<file path="src/rtl/req_arbiter_8.sv">
// req_arbiter_8: shares one resource among 8 requesters.
// The highest-index request wins. Once granted, an owner keeps the grant
// until it drops its request or until it has held it for MAX_HOLD cycles.
// A revoked owner is masked for the next arbitration only.
//
// state   | meaning
// --------+-----------------------------------------------------------
// IDLE    | no owner; arbitrate on every edge
// GRANT   | owner holds the resource; hold_cnt counts held cycles
// RELEASE | single dead cycle between owners; arbitrate at its end
module req_arbiter_8 #(
  parameter int MAX_HOLD = 16
) (
  input  logic       i_clk,
  input  logic       i_rst_n,
  input  logic [7:0] i_req,
  output logic [7:0] o_grant,
  output logic [3:0] o_grant_id,
  output logic       o_busy,
  output logic       o_timeout
);

  localparam int HW = (MAX_HOLD > 2) ? $clog2(MAX_HOLD) : 1;
  localparam logic [HW-1:0] HOLD_LAST = HW'(MAX_HOLD - 1);

  typedef enum logic [1:0] {
    IDLE    = 2'd0,
    GRANT   = 2'd1,
    RELEASE = 2'd2
  } state_t;

  state_t        r_state;
  state_t        w_state_nxt;
  logic [2:0]    r_owner;
  logic [2:0]    w_owner_nxt;
  logic [HW-1:0] r_hold_cnt;
  logic [HW-1:0] w_hold_nxt;
  logic [7:0]    r_mask;
  logic [7:0]    w_mask_nxt;
  logic [7:0]    r_grant;
  logic [7:0]    w_grant_nxt;
  logic [3:0]    r_grant_id;
  logic [3:0]    w_grant_id_nxt;
  logic          r_timeout;
  logic          w_timeout_nxt;

  logic [7:0]    w_cand_masked;
  logic [7:0]    w_cand;
  logic          w_found;
  logic [2:0]    w_win;

  // Candidate selection: fall back to the raw requests when the mask would
  // leave nothing to grant, then pick the highest set bit.
  always_comb begin
    w_cand_masked = i_req & ~r_mask;
    w_cand        = (w_cand_masked != 8'd0) ? w_cand_masked : i_req;
    w_found       = 1'b0;
    w_win         = 3'd0;
    for (int i = 0; i < 8; i++) begin
      if (w_cand[i]) begin
        w_found = 1'b1;
        w_win   = 3'(i);
      end
    end
  end

  // Next-state and next-output logic.
  always_comb begin
    w_state_nxt    = r_state;
    w_owner_nxt    = r_owner;
    w_hold_nxt     = r_hold_cnt;
    w_mask_nxt     = r_mask;
    w_timeout_nxt  = 1'b0;
    w_grant_nxt    = 8'd0;
    w_grant_id_nxt = 4'd0;

    case (r_state)
      IDLE, RELEASE: begin
        if (w_found) begin
          w_state_nxt = GRANT;
          w_owner_nxt = w_win;
          w_hold_nxt  = '0;
          w_mask_nxt  = 8'd0;
        end else begin
          w_state_nxt = IDLE;
        end
      end
      GRANT: begin
        if (!i_req[r_owner]) begin
          w_state_nxt = RELEASE;
        end else if (r_hold_cnt == HOLD_LAST) begin
          w_state_nxt   = RELEASE;
          w_timeout_nxt = 1'b1;
          w_mask_nxt    = 8'd1 << r_owner;
        end else begin
          w_hold_nxt = r_hold_cnt + 1'b1;
        end
      end
      default: begin
        w_state_nxt = IDLE;
      end
    endcase

    if (w_state_nxt == GRANT) begin
      w_grant_nxt    = 8'd1 << w_owner_nxt;
      w_grant_id_nxt = {1'b0, w_owner_nxt} + 4'd1;
    end
  end

  // State and registered outputs; synchronous active-low reset wins over all.
  always_ff @(posedge i_clk) begin
    if (!i_rst_n) begin
      r_state    <= IDLE;
      r_owner    <= 3'd0;
      r_hold_cnt <= '0;
      r_mask     <= 8'd0;
      r_grant    <= 8'd0;
      r_grant_id <= 4'd0;
      r_timeout  <= 1'b0;
    end else begin
      r_state    <= w_state_nxt;
      r_owner    <= w_owner_nxt;
      r_hold_cnt <= w_hold_nxt;
      r_mask     <= w_mask_nxt;
      r_grant    <= w_grant_nxt;
      r_grant_id <= w_grant_id_nxt;
      r_timeout  <= w_timeout_nxt;
    end
  end

  assign o_grant    = r_grant;
  assign o_grant_id = r_grant_id;
  assign o_busy     = (r_state == GRANT);
  assign o_timeout  = r_timeout;

endmodule

</file>
<file path="config.mk">
export PLATFORM = sky130hd
export DESIGN_NAME = req_arbiter_8
export DESIGN_NICKNAME = d
export VERILOG_FILES = /design/src/rtl/req_arbiter_8.sv
export SDC_FILE = /design/constraint.sdc
export NUM_CORES = 1
export LEC_CHECK = 0
export BUFFER_PORTS_ARGS = -buffer_cell sky130_fd_sc_hd__buf_2
export CELL_PAD_IN_SITES_DETAIL_PLACEMENT = 1
export CELL_PAD_IN_SITES_GLOBAL_PLACEMENT = 2
export CORE_MARGIN = 2
export CORE_UTILIZATION = 38
export DETAILED_ROUTE_END_ITERATION = 12
export PLACE_DENSITY_LB_ADDON = 0.1
export SLEW_MARGIN = 20
export SYNTH_ARGS = -nofsm -noshare
export SYNTH_HDL_FRONTEND = slang
export SYNTH_SLANG_ARGS = --single-unit
</file>
<file path="constraint.sdc">
create_clock -name i_clk -period 7.6 [get_ports i_clk]
set_clock_uncertainty 0.1 [all_clocks]
set_input_delay 0.38 -clock i_clk [delete_from_list [all_inputs] [get_ports i_clk]]
set_output_delay 0.38 -clock i_clk [all_outputs]
set_load 0.05 [all_outputs]
</file>
==> flow_metrics.tcl, run 1 <==
set metrics [dict create \
    synth.avg_cell_area_um2 9.810 \
    cp_cell_sequence "nand2b_1 > o2111ai_4 > o21ai_1 > a22oi_2 > a41oi_1 > nor3b_2 > nor2_1 > ha_1 > inv_1 > o211ai_1 > o21ai_1" \
    min_period_over_period_pct 36.72 \
    rrSetupSlack_ps 4810 \
    seq_area_frac_synth_pct 37.56 \
    clkTransAtPathRegs_ps 60 \
    holdWs_ps 399.9 \
    worst_slack_ps 4809 \
    period_needed_ps 2791 \
    cp-startpoint "r_mask[6]" \
    grt_pass1_vias 1219 \
    p_leak_nw 0.7738 \
    cts_inserted_buffers 5 \
    r2r_start "r_mask[6]" \
    max-slew-margin-rel_pct 68.06 \
    crit_path_end_kind "flop" \
    grt_overflow_total 0 \
    report.final.slew_viol_count 0 \
    wl_um 3642 \
    ctsHoldBuffers 0 \
    ys_warn_count 0 \
    vias 1278 \
    tritoncts "done" \
    worst_pin_slew_ps 474.8 \
    rsz0062_at_grt "no" \
    peakVddDrop_mv 0.08678 \
    ys_ff_latch 30 \
    final_net_count 204 \
    area_delta_synth_final_pct 15.18 \
    drcViolationCount 0 \
    pre_cts_ws_ps 4677 \
    n_antenna_cell 0 \
    hpwl_um 2859 \
    ys.flop_type "dfxtp_1" \
    status "finished, final reports clean" \
    cp_common_cell "o21ai_1" \
    synth_nets 178 \
    synth_area_um2 1599 \
    ys_top_cells_by_count "30 x dfxtp_1, 17 x nor2_1, 10 x nand2b_1, 10 x nor2b_1" \
    via_per_inst 5.325 \
    htreeDepth 2 \
    fin_tns_setup_ps 0 \
    critPathSlowestCell "nor3b_2" \
    die_area_um2 4743 \
    io_pins 24 \
    yosys.area.top_type "dfxtp_1" \
    p_sw_share_pct 32.67 \
    finalSetupViolations 0 \
    powerDensity_nw_per_um2 220.3 \
    grt_pass1_wl_um 5996 \
    crit_fanout 9 \
    syn_inst 163 \
    max_freq_ghz 0.3583 \
    gp_congestion 0.8928 \
    grt_util_all_layers_pct 17.76 \
    async_reset_ff_share_pct 0 \
    port-buffer-count 23 \
    power.internal_mw 0.2732 \
    cts_resized 0 \
    hold_class "in2reg" \
    comb_power_share_pct 24.0 \
    die_w_um 68.87 \
    clockPowerShare_pct 32.9 \
    required_ps 7720 \
    slowest_delay_ps 410 \
    clk_path_buf_depth 2 \
    start_kind "flop" \
    cap_violations 0 \
    hold_start "i_rst_n" \
    avgRoutedWirePerCell_um 15.18 \
    coreArea_um2 4029 \
    pwr-share-seq_pct 43.1 \
    die_height_um 68.87 \
    path_class "reg2reg" \
    worstSkewPairLatency_ps 280 \
    antenna_found_initial 0 \
    grt_max_degree 16 \
    post-cts-setup-buffer-count 0 \
    synth_area_leaders "dfxtp_1 38%, mux2i_1 5.0%, nor2_1 4.0%" \
    switchingPower_mw 0.1325 \
    drtAntennaViolNets 0 \
    hold_violations 0 \
    drt_iter0_markers 50 \
    critPathBufInv 1 \
    synth_edf_count 0 \
    synth_top_area_share_pct 37.56 \
    synth.most_common_cell "dfxtp_1" \
    rows 23 \
    ys_types 49 \
    arrival_ps 2910 \
    drive_above_1_share_pct 24.21 \
    dr.pass1.iters 4 \
    initial_core_util_pct 39.69 \
    critPathTopFamily "compound AO/OA/AOI/OAI gates" \
    fin_util_pct 45.71 \
    clock-sinks 30 \
    cts_root_buf "clkbuf_8" \
]
==> kinds of logic after synthesis <==
logic type	after synthesis	synth area share (%)
xor gates and xnor gates	3	1.643
and+or+nand+nor	65	22.85
AOI/OAI and AO/OA	36	20.89
DFF	30	37.56
adders and majority gates	5	3.912
buffers and inverters	13	3.991
muxes	11	9.155
==> worst paths after layout <==
check	end	cells after the start
worst max register to register	o_grant_id[2]	11
worst max-delay path	o_grant_id[2]	11
worst min register to register	r_hold_cnt[3]	2
worst min-delay path	r_mask[2]	2
==> area by class of cell <==
cell class              instances  area [um2]
fillers                       489        2187
multi-input cells             120       934.6
flip-flops and latches         30       600.6
repair buffers                 23       115.1
clock buffers                   6       82.58
well taps                      50       62.56
inverters                       9       33.78
clock inverters                 2       12.51
==> flip-flops by register name, summed over array words and instances, names as in the netlist <==
name and flops:
o_timeout 1, r_hold_cnt 4, r_owner 3, r_mask 8, o_grant_id 4, o_grant 8
r_state 2
==> power by group through the flow <==
stage / Combinational, mW / Clock (mW) / Sequential, mW
floorplan: 0.0605 / 0 / 0.195
global placement: 0.0965 / 0 / 0.178
global route: 0.107 / 0.147 / 0.176
detailed placement: 0.0986 / 0 / 0.178
CTS: 0.0988 / 0.139 / 0.175
finish: 0.0975 / 0.133 / 0.175
==> per-stage QoR <==
stage          cell area, um2  power (mW)  instances
3_5_place_dp             1747      0.2770        232
6_report                 1842      0.4058        240
2_1_floorplan            1599      0.2551        163
5_1_grt                  1842      0.4305        240
4_1_cts                  1842      0.4125        240
3_3_place_gp             1747      0.2748        232
==> cells in the final DEF, fill, tap and decap left out, types with 2 or more instances in the layout <==
cell type and count:
nor2_1 17, nand2b_1 10, a21boi_1 2, a21boi_0 2, a22oi_2 4, xor2_1 2
nor3_1 3, mux4_1 2, nor2b_1 10, mux2i_1 8, and2_1 7, o21ai_0 2
inv_1 8, a21oi_1 3, o21ai_1 7, o2111ai_4 2, nand2_1 7, buf_2 23
ha_1 5, clkbuf_8 6, dfxtp_1 30
==> layer usage <==
layer	up-vias	part of all wire [%]	global-route usage [%]	wire (um)
met5	-	0	0	0
met4	0	2.7	8.824	99
met1	607	43	21.22	1554
met2	39	49	28.97	1777
li1	624	-	-	-
met3	8	5.8	5.195	211
==> worst register-to-register path: stages, from the launching register on <==
cell and delay (ps):
dfxtp_1 350, nand2b_1 160, o2111ai_4 200, o21ai_1 330, a22oi_2 180, a41oi_1 370
nor3b_2 410, nor2_1 120, ha_1 220, inv_1 80, o211ai_1 90, o21ai_1 100
(Power assumes the default switching activity.)
==> inputs of run 2 (changes only) <==
--- a/config.mk
+++ b/config.mk
@@ -9,7 +9,7 @@
 export CELL_PAD_IN_SITES_DETAIL_PLACEMENT = 1
 export CELL_PAD_IN_SITES_GLOBAL_PLACEMENT = 2
 export CORE_MARGIN = 2
-export CORE_UTILIZATION = 38
+export CORE_UTILIZATION = 35
 export DETAILED_ROUTE_END_ITERATION = 12
 export PLACE_DENSITY_LB_ADDON = 0.1
 export SLEW_MARGIN = 20
==> constraint.sdc (replaced) <==
create_clock -name i_clk -period 2.7 [get_ports i_clk]
set_clock_uncertainty 0.1 [all_clocks]
set_input_delay 0.135 -clock i_clk [delete_from_list [all_inputs] [get_ports i_clk]]
set_output_delay 0.135 -clock i_clk [all_outputs]
set_load 0.05 [all_outputs]
==> run 2 against run 1 <==
- first-iteration DRC count down 18%
- core utilization up 1.8 points
- power rose to 3.4 times the previous value
- worst setup slack worse by 4700 ps
- routed wire length up 9.9%
- clock power rose to 4.3 times the previous value
- register-to-register slack worse by 4700 ps
- final cell count up 8.3%
- design area up 13%
- critical path type unchanged
- largest power group is now clock
==> flow_metrics.tcl, run 2 (synthesis gave the netlist of run 1 again) <==
set metrics [dict create \
    hold_class "in2reg" \
    n_antenna_cell 0 \
    mostFrequentLayoutCell "dfxtp_1" \
    reg2regPathDepth 10 \
    crit_cells 10 \
    drive_above_1_share_pct 35.58 \
    vias 1321 \
    clk_path_buf_depth 2 \
    die_height_um 71.59 \
    worstSkewPairLatency_ps 280 \
    avgRoutedWirePerCell_um 15.40 \
    area_delta_synth_final_pct 30.36 \
    clkTransAtPathRegs_ps 70 \
    min_period_over_period_pct 97.15 \
    path_class "reg2reg" \
    coreArea_um2 4384 \
    start_kind "flop" \
    arrival_ps 2700 \
    max-slew-margin-rel_pct 66.18 \
    rrSetupSlack_ps 80 \
    whs_path_depth 2 \
    report.final.slew_viol_count 0 \
    status "finished, final reports clean" \
    mostFrequentLayoutCells "28 x dfxtp_1, 23 x buf_2, 18 x buf_4" \
    slowest_delay_ps 380 \
    peakVddDrop_mv 0.2163 \
    critPathSlowestCell "a222oi_1" \
    finalSetupViolations 0 \
    die_w_um 71.59 \
    max_freq_ghz 0.3812 \
    drt_iter0_markers 41 \
    htreeDepth 2 \
    fin_area_um2 2085 \
    cap_violations 0 \
    drcViolationCount 0 \
    critPathBufInv 2 \
    wl_um 4004 \
    period_needed_ps 2623 \
    grt_overflow_total 0 \
    dr.pass1.iters 4 \
    worst_pin_slew_ps 502.8 \
    powerDensity_nw_per_um2 655.5 \
    antenna_found_initial 0 \
    crit_path_end_kind "flop" \
    hpwl_um 3045 \
    crit_fanout 5 \
    rsz0062_at_grt "no" \
    clock-sinks 30 \
    p_leak_nw 0.8944 \
    ctsHoldBuffers 0 \
    required_ps 2780 \
    grt_util_all_layers_pct 15.98 \
    port-buffer-count 23 \
    cts_inserted_buffers 5 \
    die_area_um2 5125 \
    cp_common_cell "buf_4" \
    placed_area_um2 1862 \
    final_net_count 222 \
    hold_violations 0 \
    grt_pass1_wl_um 6368 \
    cp_cell_sequence "o2111ai_4 > buf_4 > o21ai_1 > a221o_1 > a222oi_1 > nor3b_2 > buf_4 > or2_1 > ha_1 > and2_1" \
    drtAntennaViolNets 0 \
    initial_core_util_pct 36.47 \
    grt_max_degree 16 \
    cts_root_buf "clkbuf_8" \
    fin_util_pct 47.55 \
    rows 24 \
    tritoncts "done" \
    via_per_inst 5.081 \
    gp_congestion 0.8068 \
    grt_pass1_vias 1334 \
    io_pins 24 \
    critPathTopFamily "compound AO/OA/AOI/OAI gates" \
]
[run 2: cell types whose count changed in the layout (fill, tap and decap cells not counted), moves of 2 or more]
cell / before / now
nand2b_4: 0 / 6
nand2b_1: 10 / 4
dfxtp_2: 0 / 2
buf_4: 0 / 18
bufinv_16: 0 / 2
dfxtp_1: 30 / 28
[run 2: worst paths after layout]
path	start	endpoint
max	r_mask[3]	o_grant[6]
min	i_rst_n	r_mask[7]
max reg2reg	r_mask[3]	o_grant[6]
min reg2reg	r_mask[6]	r_mask[6]
[run 2: cell type report]
class                   instances  area (um2)
multi-input cells             120       989.7
repair buffers                 41       250.2
flip-flops and latches         30       603.1
clock buffers                   6       82.58
clock inverters                 2       60.06
inverters                       9       33.78
fillers                       511        2300
well taps                      52       65.06
[run 2: layer usage]
metal / GRT usage [%] / wire (um) / vias up
met5: 0 / 0 / -
met4: 5.031 / 51 / 0
met3: 3.376 / 106 / 4
met2: 27.06 / 1981 / 18
met1: 20.39 / 1865 / 638
li1: - / - / 661
[run 2: where the power goes]
group          internal [mW]  total (mW)  switching [mW]
logic                  0.116       0.306           0.190
clock network          0.394       0.566           0.173
registers              0.470       0.494          0.0235
[run 2: worst reg2reg max path: stages, from the launching register on]
cell	delay (ps)
dfxtp_1	340
o2111ai_4	270
buf_4	180
o21ai_1	110
a221o_1	320
a222oi_1	380
nor3b_2	100
buf_4	150
or2_1	230
ha_1	200
and2_1	140
[run 2: metrics by stage]
stage | total power [mW] | TNS (ps) | cells | hold WS, ps | worst slack, ps
after floorplan | 0.7181 | 0 | 163 | 172.7 | 262.9
after global placement | 0.7946 | 0 | 249 | 391.8 | 98.98
after detailed placement | 0.7997 | -40.11 | 249 | 434.4 | -25.86
after CTS | 1.374 | 0 | 257 | 155.3 | 2.485
after global routing | 1.429 | 0 | 260 | 161.5 | 5.281
final | 1.366 | 0 | 260 | 148.3 | 76.82
[run 2: timing repair]
action                     in CTS  in global routing
gates cloned                    0                  0
pin swaps                       1                  8
resized for setup               1                  9
setup endpoints to repair       4                  6
buffers inserted                0                  3
==> inputs of run 3 (changes only) <==
--- a/config.mk
+++ b/config.mk
@@ -5,7 +5,7 @@
 export SDC_FILE = /design/constraint.sdc
 export NUM_CORES = 1
 export LEC_CHECK = 0
-export BUFFER_PORTS_ARGS = -buffer_cell sky130_fd_sc_hd__buf_2
+export BUFFER_PORTS_ARGS = -buffer_cell sky130_fd_sc_hd__clkbuf_2
 export CELL_PAD_IN_SITES_DETAIL_PLACEMENT = 1
 export CELL_PAD_IN_SITES_GLOBAL_PLACEMENT = 2
 export CORE_MARGIN = 2
==> run 3 against run 2 <==
- sequential share of layout area is 0.87 points higher
- flip-flop and latch count stayed put
- critical path type unchanged
- clock power shrank 32%
- highest routed layer unchanged
- first-iteration DRC count increased by 20%
- sequential power is essentially flat
- power is 13% lower
- core utilization is 1.2 points lower
==> flow_metrics.tcl, run 3 (synthesis gave the netlist of run 1 again) <==
set metrics [dict create \
    clock-sinks 30 \
    initial_core_util_pct 36.47 \
    grt_pass1_vias 1419 \
    die_w_um 71.59 \
    die_height_um 71.59 \
    ctsHoldBuffers 0 \
    clk_path_buf_depth 2 \
    fin_util_pct 46.35 \
    grt_max_degree 16 \
    avgRoutedWirePerCell_um 15.45 \
    path_class "reg2reg" \
    cts_inserted_buffers 5 \
    p_leak_nw 0.8594 \
    clkTransAtPathRegs_ps 70 \
    arrival_ps 2640 \
    antenna_found_initial 0 \
    report.final.slew_viol_count 0 \
    hold_violations 0 \
    final_net_count 221 \
    drive_above_1_share_pct 36.23 \
    cts_root_buf "clkbuf_8" \
    nFillCells 503 \
    die_area_um2 5125 \
    via_per_inst 5.154 \
    htreeDepth 2 \
    peakVddDrop_mv 0.2769 \
    finalSetupViolations 0 \
    worstSkewPairLatency_ps 290 \
    cp_cell_sequence "nand2b_4 > o2111ai_4 > or2_0 > a221o_1 > a222oi_1 > nor3b_2 > buf_4 > or2_1 > ha_1 > and2_1" \
    tritoncts "done" \
    n_antenna_cell 0 \
    vias 1335 \
    rsz0062_at_grt "no" \
    hold_class "in2reg" \
    crit_fanout 7 \
    drtAntennaViolNets 0 \
    slowest_delay_ps 350 \
    start_kind "flop" \
    coreArea_um2 4384 \
    min_period_over_period_pct 94.74 \
    required_ps 2780 \
    critPathSlowestCell "a221o_1" \
    crit_path_end_kind "flop" \
    grt_util_all_layers_pct 17.32 \
    mostFrequentLayoutCell "dfxtp_1" \
    mostFrequentLayoutCells "26 x dfxtp_1, 23 x clkbuf_2, 17 x nor2_1, 17 x buf_4, 10 x nor2b_1" \
    cap_violations 0 \
    drt_iter0_markers 49 \
    powerDensity_nw_per_um2 581.9 \
    drcViolationCount 0 \
    max-slew-margin-rel_pct 67.56 \
    wl_um 4001 \
    period_needed_ps 2558 \
    max_freq_ghz 0.3909 \
    dr.pass1.iters 4 \
    port-buffer-count 23 \
    grt_overflow_total 0 \
    hpwl_um 3105 \
    worst_pin_slew_ps 482.3 \
    rows 24 \
    area_delta_synth_final_pct 27.07 \
    gp_congestion 0.8004 \
    status "finished, final reports clean" \
    io_pins 24 \
    fin_tns_setup_ps 0 \
    grt_pass1_wl_um 6748 \
]
## run 3: cell count changes in the layout (fill, tap and decap cells not counted)
cell and change:
buf_2 -23, dfxtp_2 +2, clkbuf_2 +23, bufinv_16 -2, clkinv_2 +1, dfxtp_1 -2
clkinvlp_4 +1, buf_4 -1
## run 3: timing repair
action / in CTS / in global routing
setup endpoints to repair: 0 / 6
resized for setup: 0 / 12
setup buffers: 0 / 1
## run 3: worst paths after layout
path / cells past startpoint / start / slack (ps) / to
worst max-delay path: 10 / r_mask[2] / 140 / o_grant[6]
worst min register to register: 2 / r_mask[7] / 420 / r_mask[7]
worst max register to register: 10 / r_mask[2] / 140 / o_grant[6]
worst min-delay path: 2 / i_rst_n / 210 / r_owner[2]
## run 3: stage by stage
step           area, um2  worst slack (ps)  std cells  total power [mW]  hold slack [ps]
2_1_floorplan       1599             262.9        163            0.7181            172.7
3_3_place_gp        1869             97.61        250            0.7959            391.9
3_5_place_dp        1869             38.27        250            0.8031            421.5
4_1_cts             1964             8.153        258             1.190            202.7
5_1_grt             2032             8.184        259             1.250            240.3
6_report            2032             141.9        259             1.182            207.6
## run 3: worst max-delay path: cells and delay by family, from the launching register on
| family | cells | cell delay, ps |
|---|---|---|
| DFF | 1 | 320 |
| and+or+nand+nor | 5 | 840 |
| adders and majority gates | 1 | 210 |
| buffers and inverters | 1 | 140 |
| AOI/OAI and AO/OA | 3 | 840 |
## run 3: power breakdown
part / internal, mW / switching [mW] / leakage, nW
combinational: 0.115 / 0.191 / 0.566
sequential: 0.470 / 0.0235 / 0.247
clock: 0.204 / 0.178 / 0.0472
total: 0.790 / 0.392 / 0.859
## run 3: layout make-up
cell class / count / area [um2] / area share, %
multi-input combinational: 120 / 989.7 / 48.71
inverter: 9 / 33.78 / 1.663
tap: 52 / 65.06 / 3.202
sequential: 30 / 605.6 / 29.80
clock buffer: 6 / 82.58 / 4.064
timing repair buffer: 40 / 242.7 / 11.95
clock inverter: 2 / 12.51 / 0.6158
## run 3: routing by layer
layer  vias up  global-route usage [%]  wire length (um)
met5         -                       0                 0
met4         0                   7.547                80
met3         8                   3.938               117
met2        21                   29.63              1968
met1       649                   20.77              1835
li1        657                       -                 -
